--- src/rtl/irq_ctrl.sv ---
// irq_ctrl: interrupt controller between the timer/external request lines and
// the CPU interrupt input. Per-source pending latches (edge or level), enables,
// global enable, priority select and a request/ack/EOI handshake with the CPU.
//
// Build option: define IRQ_ROTATE_EN for round-robin priority starting after
// the last acknowledged source (last_id, readable in STAT[18:16]). Without it,
// source 0 has the highest fixed priority and STAT[18:16] reads 0.
//
// Register map (addr[3:2]):
//   0x0 PEND  R, W1C on byteen[0] (edge-mode bits only)
//   0x4 IE    RW on byteen[0]
//   0x8 CTRL  bit0 GIE on byteen[0]; EDGE at [8+N_SRC-1:8] on byteen[1]
//   0xC STAT  {last_id[18:16], state[9:8], isr_id[2:0]}; write with byteen[0] = EOI
//
// state   | meaning
// --------+------------------------------------------------------------
// IDLE    | no request outstanding; waits for an enabled pending source
// REQ     | irq_out high; isr_id tracks the current winner until ack
// SERVICE | CPU is handling isr_id; no new request until EOI

module irq_ctrl #(
    parameter int N_SRC = 6
) (
    input  logic             clk,
    input  logic             reset,
    input  logic [N_SRC-1:0] irq_src,
    input  logic [3:0]       byteen,
    input  logic [31:0]      addr,
    input  logic [31:0]      wdata,
    output logic [31:0]      rdata,
    output logic             irq_out,
    output logic [2:0]       irq_id,
    input  logic             irq_ack
);

    typedef enum logic [1:0] {
        S_IDLE    = 2'b00,
        S_REQ     = 2'b01,
        S_SERVICE = 2'b10
    } state_t;

    state_t           state_q, state_d;
    logic [N_SRC-1:0] src_q, src_qq;
    logic [N_SRC-1:0] pend_q, pend_d;
    logic [N_SRC-1:0] ie_q, ie_d;
    logic [N_SRC-1:0] edge_mode_q, edge_mode_d;
    logic             gie_q, gie_d;
    logic [2:0]       isr_id_q, isr_id_d;

    logic [N_SRC-1:0] rise;
    logic [N_SRC-1:0] req_vec;
    logic [2:0]       winner;
    logic [1:0]       reg_sel;
    logic             wr_b0, wr_b1;
    logic             ack_take;
    logic             eoi;
    logic             unused_bits;

    assign reg_sel  = addr[3:2];
    assign wr_b0    = byteen[0];
    assign wr_b1    = byteen[1];
    assign rise     = src_q & ~src_qq;
    assign req_vec  = gie_q ? (pend_q & ie_q) : '0;
    assign ack_take = (state_q == S_REQ) && irq_ack;
    assign eoi      = (state_q == S_SERVICE) && wr_b0 && (reg_sel == 2'd3);

    // Address bits outside [3:2], upper byte enables and most of wdata are not decoded.
    assign unused_bits = ^{addr[31:4], addr[1:0], byteen[3:2], wdata};

`ifdef IRQ_ROTATE_EN
    logic [2:0]       last_id_q, last_id_d;
    logic [2:0]       start_id;
    logic [N_SRC-1:0] req_rot;
    int               rot_off;

    assign start_id  = (last_id_q >= 3'(N_SRC - 1)) ? 3'd0 : last_id_q + 3'd1;
    assign req_rot   = N_SRC'({req_vec, req_vec} >> start_id);
    assign last_id_d = ack_take ? isr_id_q : last_id_q;

    // Round-robin winner: first requester at or after start_id, wrapping.
    always_comb begin
        rot_off = 0;
        for (int k = N_SRC - 1; k >= 0; k--) begin
            if (req_rot[k]) rot_off = k;
        end
        rot_off = rot_off + int'(start_id);
        if (rot_off >= N_SRC) rot_off = rot_off - N_SRC;
        winner = 3'(rot_off);
    end

    // Last acknowledged source, the reference point for the next search.
    always_ff @(posedge clk or posedge reset) begin
        if (reset) last_id_q <= '0;
        else       last_id_q <= last_id_d;
    end
`else
    // Fixed-priority winner: lowest set index of req_vec.
    always_comb begin
        winner = '0;
        for (int i = N_SRC - 1; i >= 0; i--) begin
            if (req_vec[i]) winner = 3'(i);
        end
    end
`endif

    // Pending latches: edge bits set on a rise (set beats clears), level bits follow the input.
    always_comb begin
        pend_d = pend_q;
        for (int i = 0; i < N_SRC; i++) begin
            if (edge_mode_q[i]) begin
                if (wr_b0 && (reg_sel == 2'd0) && wdata[i]) pend_d[i] = 1'b0;
                if (ack_take && (isr_id_q == 3'(i)))        pend_d[i] = 1'b0;
                if (rise[i])                                 pend_d[i] = 1'b1;
            end else begin
                pend_d[i] = src_q[i];
            end
        end
    end

    // Configuration register writes.
    always_comb begin
        ie_d        = ie_q;
        gie_d       = gie_q;
        edge_mode_d = edge_mode_q;
        if (wr_b0 && (reg_sel == 2'd1)) ie_d        = wdata[N_SRC-1:0];
        if (wr_b0 && (reg_sel == 2'd2)) gie_d       = wdata[0];
        if (wr_b1 && (reg_sel == 2'd2)) edge_mode_d = wdata[8 +: N_SRC];
    end

    // Next-state and in-service id; ack wins over a request that has just vanished.
    always_comb begin
        state_d  = state_q;
        isr_id_d = isr_id_q;
        case (state_q)
            S_IDLE: begin
                if (|req_vec) begin
                    state_d  = S_REQ;
                    isr_id_d = winner;
                end
            end
            S_REQ: begin
                if (irq_ack)            state_d  = S_SERVICE;
                else if (req_vec == '0) state_d  = S_IDLE;
                else                    isr_id_d = winner;
            end
            S_SERVICE: begin
                if (eoi) state_d = S_IDLE;
            end
            default: state_d = S_IDLE;
        endcase
    end

    // State register.
    always_ff @(posedge clk or posedge reset) begin
        if (reset) state_q <= S_IDLE;
        else       state_q <= state_d;
    end

    // Input synchronisers, pending/config registers and in-service id.
    always_ff @(posedge clk or posedge reset) begin
        if (reset) begin
            src_q       <= '0;
            src_qq      <= '0;
            pend_q      <= '0;
            ie_q        <= '0;
            edge_mode_q <= '0;
            gie_q       <= 1'b0;
            isr_id_q    <= '0;
        end else begin
            src_q       <= irq_src;
            src_qq      <= src_q;
            pend_q      <= pend_d;
            ie_q        <= ie_d;
            edge_mode_q <= edge_mode_d;
            gie_q       <= gie_d;
            isr_id_q    <= isr_id_d;
        end
    end

    // CPU-facing outputs decoded from the state register.
    always_comb begin
        irq_out = (state_q == S_REQ);
        irq_id  = isr_id_q;
    end

    // Read mux; unimplemented bits return 0.
    always_comb begin
        rdata = '0;
        case (reg_sel)
            2'd0: rdata[N_SRC-1:0] = pend_q;
            2'd1: rdata[N_SRC-1:0] = ie_q;
            2'd2: begin
                rdata[0]          = gie_q;
                rdata[8 +: N_SRC] = edge_mode_q;
            end
            default: begin
                rdata[9:8] = state_q;
                rdata[2:0] = isr_id_q;
`ifdef IRQ_ROTATE_EN
                rdata[18:16] = last_id_q;
`endif
            end
        endcase
    end

endmodule

--- config.mk ---
export PLATFORM = sky130hd
export DESIGN_NAME = irq_ctrl
export DESIGN_NICKNAME = d
export VERILOG_FILES = /design/src/rtl/irq_ctrl.sv
export SDC_FILE = /design/constraint.sdc
export NUM_CORES = 1
export LEC_CHECK = 0
export ABC_AREA = 1
export CAP_MARGIN = 10
export CELL_PAD_IN_SITES_DETAIL_PLACEMENT = 1
export CELL_PAD_IN_SITES_GLOBAL_PLACEMENT = 2
export CORE_MARGIN = 5
export CORE_UTILIZATION = 17
export DETAILED_ROUTE_END_ITERATION = 7
export PLACE_DENSITY = 0.78
export SLEW_MARGIN = 20
export SYNTH_ARGS = -nofsm -noshare
export SYNTH_HDL_FRONTEND = slang
export SYNTH_SLANG_ARGS = --single-unit
export TNS_END_PERCENT = 5
--- constraint.sdc ---
create_clock -name clk -period 1.31 [get_ports clk]
set_clock_uncertainty 0.2 [all_clocks]
set_input_delay 0.1965 -clock clk [delete_from_list [all_inputs] [get_ports clk]]
set_output_delay 0.1965 -clock clk [all_outputs]
set_load 0.005 [all_outputs]
# Yosys cells after proc, flatten, opt, wreduce, memory -nomap -nowiden
# Index checks and enable logic that the tools add are counted.
[word_totals]
register_bits = 36
latchBits = 0
mem_bits_rw = 0
mem_bits_ro = 0
output_inout_bits = 36
elab_cells = 110
n_memories = 0
[op_classes]
n_addsub = 0
multipliers = 0
div_mod_pow = 0
magnitude_cmp = 0
n_eq_ne = 21
shift = 0
muxes = 45
n_bitwise = 3
n_reduce_logical = 28
[ops]
columns = ["operator", "n"]
rows = [
  ["two-way mux 3 bit", 9],
  ["two-way mux 1 bit", 24],
  ["inequality test 4 x 1 -> 1 bit, second input constant", 6],
  ["logical AND 1 bit", 19],
  ["AND 6 bit", 2],
  ["one-hot mux 2 bit (3 select lines)", 2],
  ["one-hot mux 3 bit (2 select lines)", 2],
  ["two-way mux 2 bit", 4],
  ["inequality test 2 bit, second input constant", 4],
  ["equality test 2 bit, second input constant", 3],
  ["equality test 3 x 2 -> 1 bit, second input constant", 2],
  ["equality test 3 bit, second input constant", 2],
  ["logical NOT 6 bit", 1],
  ["two-way mux 6 bit", 1],
  ["inverter 6 bit", 1],
  ["OR reduction 6 bit", 1],
  ["equality test 2 x 1 -> 1 bit, second input constant", 2],
  ["logical NOT 2 bit", 2],
  ["two-way mux 4 bit", 1],
  ["one-hot mux 2 bit (2 select lines)", 1],
  ["AND reduction 4 bit", 1],
  ["equality test 3 x 1 -> 1 bit, second input constant", 1],
  ["logical NOT 3 bit", 1],
  ["inequality test 3 x 1 -> 1 bit, second input constant", 1],
  ["4 further kinds", 4],
]

# Depth between registers and ports, before layout
# Gate-level depths: netlist of the first run.
[logic_depth]
ltp_word = 11
ltp_mapped = 9
mapped_depth_nobuf = 8

# Worst setup path after synthesis of the first run
# OpenSTA, ideal clock, no wires.
[synth_path]
path_kind = "register to register"
startpoint = "reg gie_q"
endpoint = "reg isr_id_q[0] (netlist: irq_id[0])"
setup_ns = 0.116
arrival_time_ns = 1.037
path_slack_ns = -0.043
path_stages_with_launch = 10
path_buffers = 1
period_less_slack_ns = 1.353
path_cell_list = "dfrtp_1 buf_6 nand3_1 nand2_2 nor2_4 nand2_2 nand2_1 nand2_2 nand2_1 nand2_1"
[synth_between]
elab_chain_cells = 10
word_cells_on_any_way = 16
classes_between = "2 x eq/ne; 11 x mux; 3 x reduce/logical"
[synth_rtl]
columns = ["item", "line_no", "text"]
rows = [
  ["from (decl)", "47", "logic gie_q, gie_d;"],
  ["from (signal assigned)", "175", "gie_q <= gie_d;"],
  ["two-way mux 6 bit *", "63", "assign req_vec = gie_q ? (pend_q & ie_q) : '0;"],
  ["two-way mux 3 bit (6 in a row)", "101", "if (req_vec[i]) winner = 3'(i);"],
  ["two-way mux 3 bit", "143", "else if (req_vec == '0) state_d = S_IDLE;"],
  ["two-way mux 3 bit", "142", "if (irq_ack) state_d = S_SERVICE;"],
  ["one-hot mux 3 bit (2 select lines)", "134", "case (state_q)"],
  ["to (signal assigned)", "176", "isr_id_q <= isr_id_d;"],
  ["to (decl)", "48", "logic [2:0] isr_id_q, isr_id_d;"],
]
# Mark *: on every way between the ends. The rest lies on a longest branch, timed or not. The select of a mux whose other input is x is not followed.
# A chain may end at the register's enable or synchronous reset.

# Worst setup path in the final report of the first run
[layout_path]
startpoint = "reg state_q[0]"
endpoint = "out irq_out"
[layout_between]
elab_chain_cells = 1
[layout_rtl]
columns = ["item", "line_no", "text"]
rows = [
  ["from (decl)", "42", "state_t state_q, state_d;"],
  ["from (signal assigned)", "156", "else state_q <= state_d;"],
  ["equality test 2 x 1 -> 1 bit", "182", "irq_out = (state_q == S_REQ);"],
  ["to (decl)", "31", "output logic irq_out,"],
]
# Every way passes these cells.

==> out/metrics.cfg, run 1 <==
[timing]
timing.final.crit_share_pct = 114.0
drv_slew = 0
hold_violations = 0
max_freq_mhz = 669.8
hold_ws_ps = 51.80
setup_viol = 25
worst_slack_ps = -183.0
finalCriticalPeriod_ps = 1493
rsz0062_at_grt = yes
finalSetupTns_ps = -2435

[logic_synthesis]
syn_area_um2 = 1783
ys_top_cells_by_area = dfrtp_1 (51%), nand2_1 (10%), buf_4 (8.4%)
avgSynthCellArea_um2 = 8.410
async_reset_ff_share_pct = 100.0
yosysUniqueCellTypes = 23
synth_edf_count = 0
synthCells = 212
synth-main-ff-cell = dfrtp_1
yosysWarnings = 0
synth_top_area_share_pct = 50.53
yosysSeqAreaShare_pct = 50.53
synth_top_area_cell = dfrtp_1
ys_ff_latch = 36

[placed_design]
hpwl_mm = 4.688
gp_congestion = 0.8545
placed_area_um2 = 2725
port_buffers = 40
pre_cts_ws_ps = -957.8

[grt]
track_usage_pct = 9.448
grt_start_max_net_pins = 37
antenna_found_initial = 0
grt_pass1_vias = 1871
overflow = 0
grt_first_pass_wirelength_mm = 9.356

[floorplan]
core-area_um2 = 10280
start_util_pct = 17.35
num_io_pins = 113
rows = 37
die_w_um = 112.4
die_h_um = 112.4
die_area_um2 = 12640

[min_path]
hold_class = input pin to async pin

[layout]
mostFrequentLayoutCell = buf_4
fin_nets = 392
syn_to_final_growth_pct = 69.54
mostFrequentLayoutCells = buf_4 (51), nand2_1 (42), dfrtp_1 (36), clkdlybuf4s50_1 (22), conb_1 (20)
drive_gt1_share_pct = 43.67
post-route-util_pct = 29.41
antennaDiodeCount = 0
design_area_um2 = 3023
fillCellCount = 1236

[power_and_ir_drop]
vdd_drop_max_uv = 367.0
pwr-share-clk_pct = 24.3
p_sw_w = 0.001522
combPwrFrac_pct = 43.0
p_int_w = 0.002944
p_leak_nw = 1.482
switching_share_pct = 34.08
seq_power_share_pct = 32.7
cellPowerDensity_nw_per_um2 = 1477

[cts]
holdBufCountCts = 0
cts_tree = yes
clkTransAtPathRegs_ps = 80
cts_buffers = 5
cts_max_level = 2
numClockSinks = 36
root_buffer = clkbuf_8
cts_max_path_buffers = 2
clkLatencyLatePin_ps = 290

[outcome]
status = finished, violations left
violations = negative setup slack

[worst_setup_path]
crit_arrival_ps = 1100
startpoint_type = flop
crit_type = flop to primary output
setup.worst_path.start = state_q[0]$_DFFE_PP0P_
critPathMaxFanout = 3
reg2reg_from = irq_id[0]$_DFFE_PP0P_
endpoint_kind = primary output
r2r_cells = 5
critPathRequiredTime_ps = 910

[job]
cap_violations = 0

[route]
drt_iter0_drc = 64
avgRoutedWirePerCell_um = 12.83
ant_nets = 0
drc = 0
drt_wl_total_mm = 5.801
first_pass_iters = 4
avgViaCountPerCell = 3.752
vias = 1696

==> worst max-delay path: stages, from the launching register on <==
cell and delay, ps:
dfrtp_1 390, inv_2 130, buf_6 120, nor2_4 30, buf_2 130
==> registers in the layout, indices dropped and copies added (netlist names) <==
signal       cells
edge_mode_q      6
gie_q            1
ie_q             6
irq_id           3
pend_q           6
src_q            6
src_qq           6
state_q          2
==> worst paths after layout <==
kind / endpoint / slack (ps)
max: irq_out / -180
min: irq_id[1]$_DFFE_PP0P_ / 50
max reg2reg: pend_q[4]$_DFFE_PP0P_ / -170
min reg2reg: src_qq[2]$_DFF_PP0_ / 180
max in group asynchronous: edge_mode_q[0]$_DFFE_PP0P_ / 660
min in group clk: src_q[5]$_DFF_PP0_ / 140
==> layout make-up <==
| class | count | area (um2) | area share [%] |
|---|---|---|---|
| repair buffers | 99 | 832.0 | 27.52 |
| clock buffers | 7 | 96.34 | 3.187 |
| well taps | 136 | 170.2 | 5.629 |
| multi-input cells | 147 | 890.9 | 29.47 |
| flip-flops and latches | 36 | 900.9 | 29.80 |
| clock inverters | 1 | 30.03 | 0.9934 |
| inverters | 26 | 102.6 | 3.394 |
==> cells in the mapped netlist (2+ instances only) <==
library cell / instances
o22ai_1: 2
nor2_4: 2
o211ai_1: 3
nand3_1: 12
nor2_1: 17
a21oi_1: 11
nand2_2: 4
buf_4: 20
buf_6: 2
mux2_2: 2
inv_1: 25
o21ai_1: 3
dfrtp_1: 36
nand2_1: 49
nor2_2: 2
o21ai_0: 10
nor3_1: 6
==> cell families after synthesis <==
| family | synth area share, % |
|---|---|
| other | 0.2103 |
| and+or+nand+nor | 23.65 |
| DFF | 50.53 |
| muxes | 1.263 |
| buffers and inverters | 15.16 |
| AOI/OAI and AO/OA | 9.193 |
==> routing by layer <==
| layer | vias to the layer above | GRT usage [%] | wire length [um] |
|---|---|---|---|
| met5 | - | 0 | 0 |
| met1 | 802 | 11.90 | 2648 |
| met2 | 43 | 15.89 | 2848 |
| met4 | 0 | 3.365 | 85 |
| li1 | 844 | - | - |
| met3 | 7 | 2.102 | 218 |
==> what timing repair did <==
action | 4_1_cts | 5_1_grt
setup buffers | 5 | 0
setup endpoints to repair | 38 | 26
pin swaps | 13 | 8
cloned | 0 | 0
gates resized for setup | 118 | 22
==> power by group through the flow <==
stage / Sequential (W) / Clock [W] / Combinational [W]
floorplan: 0.00148 / 0 / 0.000628
global placement: 0.00145 / 0 / 0.00161
detailed placement: 0.00146 / 0 / 0.00165
CTS: 0.00146 / 0.00112 / 0.00184
global route: 0.00149 / 0.00117 / 0.00209
finish: 0.00146 / 0.00109 / 0.00192
==> metrics by stage <==
step	power, W	std cells
floorplan	0.002106	231
global placement	0.003062	440
detailed placement	0.003103	440
CTS	0.004419	452
global route	0.004751	452
finish	0.004466	452
(Power assumes the default switching activity.)
==> run 2: changes to the inputs <==
==> config.mk (replaced) <==
export PLATFORM = sky130hd
export DESIGN_NAME = irq_ctrl
export DESIGN_NICKNAME = d
export VERILOG_FILES = /design/src/rtl/irq_ctrl.sv
export SDC_FILE = /design/constraint.sdc
export NUM_CORES = 1
export LEC_CHECK = 0
export ABC_AREA = 0
export CAP_MARGIN = 10
export CELL_PAD_IN_SITES_DETAIL_PLACEMENT = 1
export CELL_PAD_IN_SITES_GLOBAL_PLACEMENT = 2
export CORE_MARGIN = 5
export CORE_UTILIZATION = 19
export DETAILED_ROUTE_END_ITERATION = 7
export PLACE_DENSITY = 0.79
export SYNTH_ARGS = -nofsm -noshare
export SYNTH_HDL_FRONTEND = slang
export SYNTH_SLANG_ARGS = --single-unit
export TNS_END_PERCENT = 5
==> run 2 against run 1 <==
Against the previous run: the flow still finishes with violations (negative setup slack); global-route usage grew 0.16 points; cell count shrank 15%; via count shrank 13%; total power shrank 13%; clock-buffer cell count shrank 1; flip-flop and latch count is the same; routed wire length shrank 6.1%; sequential share of layout area grew 2.3 points; register-to-register slack lost 200 ps; clock power shrank 31%; area after synthesis grew 2.0%; combinational power shrank 11%; largest cell class unchanged.
==> out/metrics.cfg, run 2 <==
[cts]
holdBufCountCts = 0  ; unchanged
numClockSinks = 36  ; unchanged
clkTransAtPathRegs_ps = 70  ; about the same
cts_max_path_buffers = 2  ; unchanged
cts_tree = yes
root_buffer = clkbuf_8
clkLatencyLatePin_ps = 290  ; about the same
cts_max_level = 2  ; unchanged
cts_buffers = 5  ; unchanged

[logic_synthesis]
async_reset_ff_share_pct = 100.0  ; unchanged
avgSynthCellArea_um2 = 11.23  ; +34%
ys_top_cells_by_area = dfrtp_1 (50%), buf_4 (8.7%), nand2_1 (5.4%)
synthTopCellsByCount = dfrtp_1 (36), nand2_1 (26), buf_4 (21), nand3_1 (9), mux2_2 (8)
yosysWarnings = 0  ; unchanged
synth_most_common_cell = dfrtp_1
yosysUniqueCellTypes = 34  ; +48%
syn_area_um2 = 1819  ; +2.0%
synth_top_area_cell = dfrtp_1
synth-main-ff-cell = dfrtp_1
synthCells = 162  ; -24%
synth_top_area_share_pct = 49.52  ; -1.0 points
yosysSeqAreaShare_pct = 49.52  ; -1.0 points
synth_edf_count = 0  ; unchanged
ys_ff_latch = 36  ; unchanged

[layout]
design_area_um2 = 2809  ; -7.1%
mostFrequentLayoutCells = buf_4 (37), dfrtp_1 (36), nand2_1 (26), clkdlybuf4s50_1 (21), conb_1 (20)
fillCellCount = 1072  ; -13%
antennaDiodeCount = 0  ; unchanged
fin_nets = 332  ; -15%
mostFrequentLayoutCell = buf_4
syn_to_final_growth_pct = 54.40
drive_gt1_share_pct = 39.61  ; -4.1 points

[grt]
grt_start_max_net_pins = 37  ; unchanged
overflow = 0  ; unchanged
grt_first_pass_wirelength_mm = 8.569  ; -8.4%
antenna_found_initial = 0  ; unchanged
grt_pass1_vias = 1659  ; -11%
track_usage_pct = 9.607  ; +0.16 points

[worst_setup_path]
slowest_stage = mux4_2
regToRegSetupSlack_ps = -370  ; -200 ps
crit_arrival_ps = 1300  ; +200 ps
crit_type = flop to primary output
setup.worst_path.start = irq_id[0]$_DFFE_PP0P_
crit_end = rdata[0]
critPathMaxFanout = 2  ; -1
max_stage_delay_ps = 470  ; +80 ps
r2r-end = irq_id[0]$_DFFE_PP0P_
worst-path-buf-inv = 1  ; -2
critPathRequiredTime_ps = 910  ; about the same
crit_chain = mux4_2 -> buf_2
cp.depth = 2  ; -2
r2r_cells = 5  ; unchanged
cp_top_family = multiplexers
startpoint_type = flop
endpoint_kind = primary output
reg2reg_from = state_q[1]$_DFFE_PP0P_

[route]
ant_nets = 0  ; unchanged
avgRoutedWirePerCell_um = 14.18  ; +10%
drc = 0  ; unchanged
drt_iter0_drc = 30  ; -53%
first_pass_iters = 4  ; unchanged
drt_wl_total_mm = 5.445  ; -6.1%
vias = 1471  ; -13%
avgViaCountPerCell = 3.831  ; +2.1%

[placed_design]
placed_area_um2 = 2604  ; -4.5%
port_buffers = 40  ; unchanged
gp_congestion = 0.8052  ; -5.8%
hpwl_mm = 4.070  ; -13%

[power_and_ir_drop]
combPwrFrac_pct = 43.7  ; +0.7 points
p_int_w = 0.002651  ; -10%
p_leak_nw = 1.357  ; -8.4%
p_sw_w = 0.001249  ; -18%
cellPowerDensity_nw_per_um2 = 1388  ; -6.0%
switching_share_pct = 32.04  ; -2.0 points
vdd_drop_max_uv = 576.0  ; +57%
pwr-share-clk_pct = 19.3  ; -5.0 points
seq_power_share_pct = 37.0  ; +4.3 points

[floorplan]
core-area_um2 = 9284  ; -9.7%
start_util_pct = 19.60  ; +2.2 points
die_h_um = 107.9  ; -4.1%
num_io_pins = 113  ; unchanged
die_area_um2 = 11630  ; -7.9%
rows = 35  ; -5.4%
die_w_um = 107.9  ; -4.1%

[timing]
finalCriticalPeriod_ps = 1692  ; +198.6 ps
max_freq_mhz = 591.2  ; -12%
rsz0062_at_grt = yes
worst_slack_ps = -381.6  ; -198.6 ps
timing.final.crit_share_pct = 129.1  ; +15 points
hold_ws_ps = 48.12  ; -3.687 ps
setup_viol = 26  ; +4.0%
hold_violations = 0  ; unchanged
drv_slew = 0  ; unchanged

[outcome]
violations = negative setup slack
status = finished, violations left

[min_path]
hold_class = input pin to async pin

[job]
cap_violations = 0  ; unchanged

==> run 2: cell count changes in the layout (fill, tap and decap cells not counted), moves of 9 or more <==
cell     previous run  this run
buf_4              51        37
inv_2              13         1
nand2_1            42        26
nor2_1             14         4
inv_1              11         2
buf_2              13         4
==> run 2: cells by family after synthesis <==
family | after synthesis | synth area share (%)
compound gates | 20 | 7.910
buf+inv | 26 | 9.766
flops | 36 | 49.52
mux | 22 | 14.99
other cells | 1 | 0.2061
simple gates | 57 | 17.61
==> run 2: metal layers <==
metal / track usage, % / share of wire [%] / vias to the layer above / wire length (um)
li1: - / - / 701 / -
met1: 12.43 / 44 / 720 / 2386
met2: 15.85 / 49 / 43 / 2677
met3: 2.579 / 5.9 / 7 / 321
met4: 2.435 / 1.1 / 0 / 60
met5: 0 / 0 / - / 0
==> run 2: how the worst min path moves through the flow <==
| stage | slack [ps] | depth (start not counted) | end |
|---|---|---|---|
| final | 50 | 3 | edge_mode_q[5]$_DFFE_PP0P_ |
| after global placement | 160 | 0 | src_qq[4]$_DFF_PP0_ |
| after CTS | 60 | 3 | src_qq[2]$_DFF_PP0_ |
| after global routing | 80 | 3 | src_q[5]$_DFF_PP0_ |
| after detailed placement | 170 | 0 | src_qq[0]$_DFF_PP0_ |
| after floorplan | 30 | 0 | src_q[0]$_DFF_PP0_ |
==> run 2: timing repair <==
action / CTS / global route
setup endpoints to repair: 39 / 32
resized for setup: 66 / 17
pin swaps: 8 / 8
setup buffers: 9 / 2
cloned: 0 / 0
==> run 2: worst register-to-register path: cells and delay by family (launching register included) <==
| family | cells | cell delay (ps) |
|---|---|---|
| mux | 1 | 310 |
| buf+inv | 2 | 260 |
| flops | 1 | 390 |
| compound gates | 2 | 400 |
==> run 2: through the flow <==
stage | instances | power (W) | utilization [%] | worst slack [ps] | TNS [ps]
final | 384 | 0.003900 | 30.26 | -381.6 | -4781
after global routing | 384 | 0.004129 | 30.26 | -420.0 | -6303
after CTS | 382 | 0.003845 | 30.00 | -375.8 | -5746
after detailed placement | 366 | 0.002917 | 28.05 | -860.7 | -22900
after global placement | 366 | 0.002868 | 28.05 | -861.8 | -22450
after floorplan | 181 | 0.002072 | - | -217.1 | -285.8
==> run 2: area by class of cell <==
cell class                      count  area [um2]  share of cell area, %
Tap cell                          129       161.4                  5.746
Inverter                            3       11.26                 0.4009
Clock inverter                      1       5.005                 0.1782
Clock buffer                        6       72.57                  2.584
Timing Repair Buffer               90       794.5                  28.29
Multi-Input combinational cell    119       863.3                  30.74
Sequential cell                    36       900.9                  32.07
==> run 2: power groups by stage <==
stage          clock network [W]  logic (W)  registers [W]
6_report                0.000752    0.00170        0.00144
5_1_grt                 0.000818    0.00184        0.00147
3_3_place_gp                   0    0.00141        0.00146
4_1_cts                 0.000776    0.00162        0.00144
2_1_floorplan                  0   0.000548        0.00152
3_5_place_dp                   0    0.00145        0.00147
==> run 3: changes to the inputs <==
--- a/config.mk
+++ b/config.mk
@@ -13,6 +13,7 @@
 export CORE_UTILIZATION = 19
 export DETAILED_ROUTE_END_ITERATION = 7
 export PLACE_DENSITY = 0.79
+export REMOVE_ABC_BUFFERS = 1
 export SYNTH_ARGS = -nofsm -noshare
 export SYNTH_HDL_FRONTEND = slang
 export SYNTH_SLANG_ARGS = --single-unit
==> run 3 against run 2 <==
Against the previous run: the flow still finishes with violations (negative setup slack); highest routed layer unchanged; cell count shrank 1.8%; first-iteration DRC count grew 100%; hold slack gained 1.3 ps; largest power group unchanged; flip-flop and latch count is the same.
==> out/metrics.cfg, run 3 (synthesis results as in run 2) <==
[grt]
antenna_found_initial = 0  ; unchanged
track_usage_pct = 9.428  ; -0.18 points
grt_first_pass_wirelength_mm = 8.362  ; -2.4%
grt_pass1_vias = 1652  ; -0.42%
grt_start_max_net_pins = 37  ; unchanged
overflow = 0  ; unchanged

[worst_setup_path]
critPathRequiredTime_ps = 910  ; about the same
r2r_cells = 5  ; unchanged
startpoint_type = flop
crit_type = flop to primary output
reg2reg_from = pend_q[1]$_DFFE_PP0P_
regToRegSetupSlack_ps = -330  ; +40 ps
r2r-end = irq_id[0]$_DFFE_PP0P_
crit_end = rdata[0]
setup.worst_path.start = irq_id[0]$_DFFE_PP0P_
endpoint_kind = primary output
critPathMaxFanout = 2  ; unchanged
crit_arrival_ps = 1290  ; about the same

[layout]
post-route-util_pct = 29.89  ; -0.36 points
mostFrequentLayoutCells = dfrtp_1 (35), buf_4 (29), nand2_1 (26), conb_1 (20), clkdlybuf4s50_1 (20)
mostFrequentLayoutCell = dfrtp_1
antennaDiodeCount = 0  ; unchanged
syn_to_final_growth_pct = 52.54
drive_gt1_share_pct = 39.92  ; +0.31 points
fin_nets = 324  ; -2.4%

[floorplan]
die_area_um2 = 11630  ; unchanged
core-area_um2 = 9284  ; unchanged
num_io_pins = 113  ; unchanged
die_w_um = 107.9  ; unchanged
start_util_pct = 19.60  ; unchanged
rows = 35  ; unchanged
die_h_um = 107.9  ; unchanged

[cts]
numClockSinks = 36  ; unchanged
clkTransAtPathRegs_ps = 80  ; about the same
cts_buffers = 5  ; unchanged
cts_tree = yes
cts_max_path_buffers = 2  ; unchanged
clkLatencyLatePin_ps = 290  ; about the same
cts_max_level = 2  ; unchanged
root_buffer = clkbuf_8

[route]
drt_wl_total_mm = 5.304  ; -2.6%
avgViaCountPerCell = 3.918  ; +2.3%
vias = 1477  ; +0.41%
ant_nets = 0  ; unchanged
avgRoutedWirePerCell_um = 14.07  ; -0.78%
drt_iter0_drc = 60  ; +100%
first_pass_iters = 4  ; unchanged
drc = 0  ; unchanged

[timing]
drv_slew = 0  ; unchanged
setup_viol = 25  ; -3.8%
timing.final.crit_share_pct = 128.4  ; -0.75 points
hold_violations = 0  ; unchanged
rsz0062_at_grt = yes
worst_slack_ps = -371.7  ; +9.860 ps
finalCriticalPeriod_ps = 1682  ; -9.860 ps
max_freq_mhz = 594.6  ; +0.59%

[outcome]
violations = negative setup slack
status = finished, violations left

[placed_design]
gp_congestion = 0.8102  ; +0.62%
pre_cts_ws_ps = -892.6  ; -31.95 ps
port_buffers = 40  ; unchanged
hpwl_mm = 4.044  ; -0.64%

[min_path]
hold_class = input pin to async pin

[power_and_ir_drop]
vdd_drop_max_uv = 413.9  ; -28%
cellPowerDensity_nw_per_um2 = 1388  ; about the same
p_leak_nw = 1.348  ; -0.69%

[job]
cap_violations = 0  ; unchanged

-- run 3: cell count changes in the layout (fill, tap and decap cells not counted), moves of 2 or more --
cell             change
buf_4                -8
buf_2                +6
clkbuf_2             -4
clkdlybuf4s15_2      -3
a21oi_1              -2
dlygate4sd2_1        +2
-- run 3: cell type report --
cell class	count	area, um2
fillers	1090	6509
inverters	3	13.76
multi-input cells	119	875.8
well taps	129	161.4
clock buffers	6	82.58
repair buffers	82	729.5
clock inverters	2	10.01
flip-flops and latches	36	902.1
-- run 3: where the power goes --
part	switching, W	total [W]	internal, W
clock network	0.000405	0.000825	0.000420
registers	0.000147	0.00146	0.00131
logic	0.000694	0.00157	0.000875
total	0.00125	0.00385	0.00261
-- run 3: worst min path at each step --
stage,cells after the start,endpoint,startpoint,slack [ps]
2_1_floorplan,0,src_q[0]$_DFF_PP0_,irq_src[0],30
3_3_place_gp,0,src_qq[3]$_DFF_PP0_,src_q[3]$_DFF_PP0_,160
3_5_place_dp,0,src_qq[0]$_DFF_PP0_,src_q[0]$_DFF_PP0_,160
4_1_cts,3,src_qq[5]$_DFF_PP0_,reset,50
5_1_grt,3,src_qq[5]$_DFF_PP0_,reset,80
6_report,3,ie_q[5]$_DFFE_PP0P_,reset,50
-- run 3: per-stage QoR --
step / instances / hold slack [ps] / power, W / setup TNS [ps] / area (um2)
6_report: 377 / 49.43 / 0.003852 / -3761 / 2775
5_1_grt: 377 / 83.19 / 0.004085 / -5186 / 2775
4_1_cts: 377 / 54.88 / 0.003842 / -4347 / 2759
3_5_place_dp: 361 / 160.5 / 0.002875 / -24530 / 2579
3_3_place_gp: 361 / 163.4 / 0.002823 / -23130 / 2579
2_1_floorplan: 158 / 27.93 / 0.002015 / -285.8 / 1724
-- run 3: repair_timing --
action,in CTS,in global routing
buffers inserted,8,0
pin swaps,13,7
resized for setup,83,8
endpoints found under the setup margin,39,26
hold buffers,0,0
-- run 3: critical path, stage by stage, from the launching register on --
cell,delay (ps)
dfrtp_1,400
mux4_2,460
buf_2,140
-- run 3: metal layers --
layer	share of wire [%]	vias up	GRT usage [%]
li1	-	686	-
met1	44	740	11.37
met2	51	44	16.34
met3	4.3	7	2.220
met4	1.3	0	3.246
met5	0	-	0
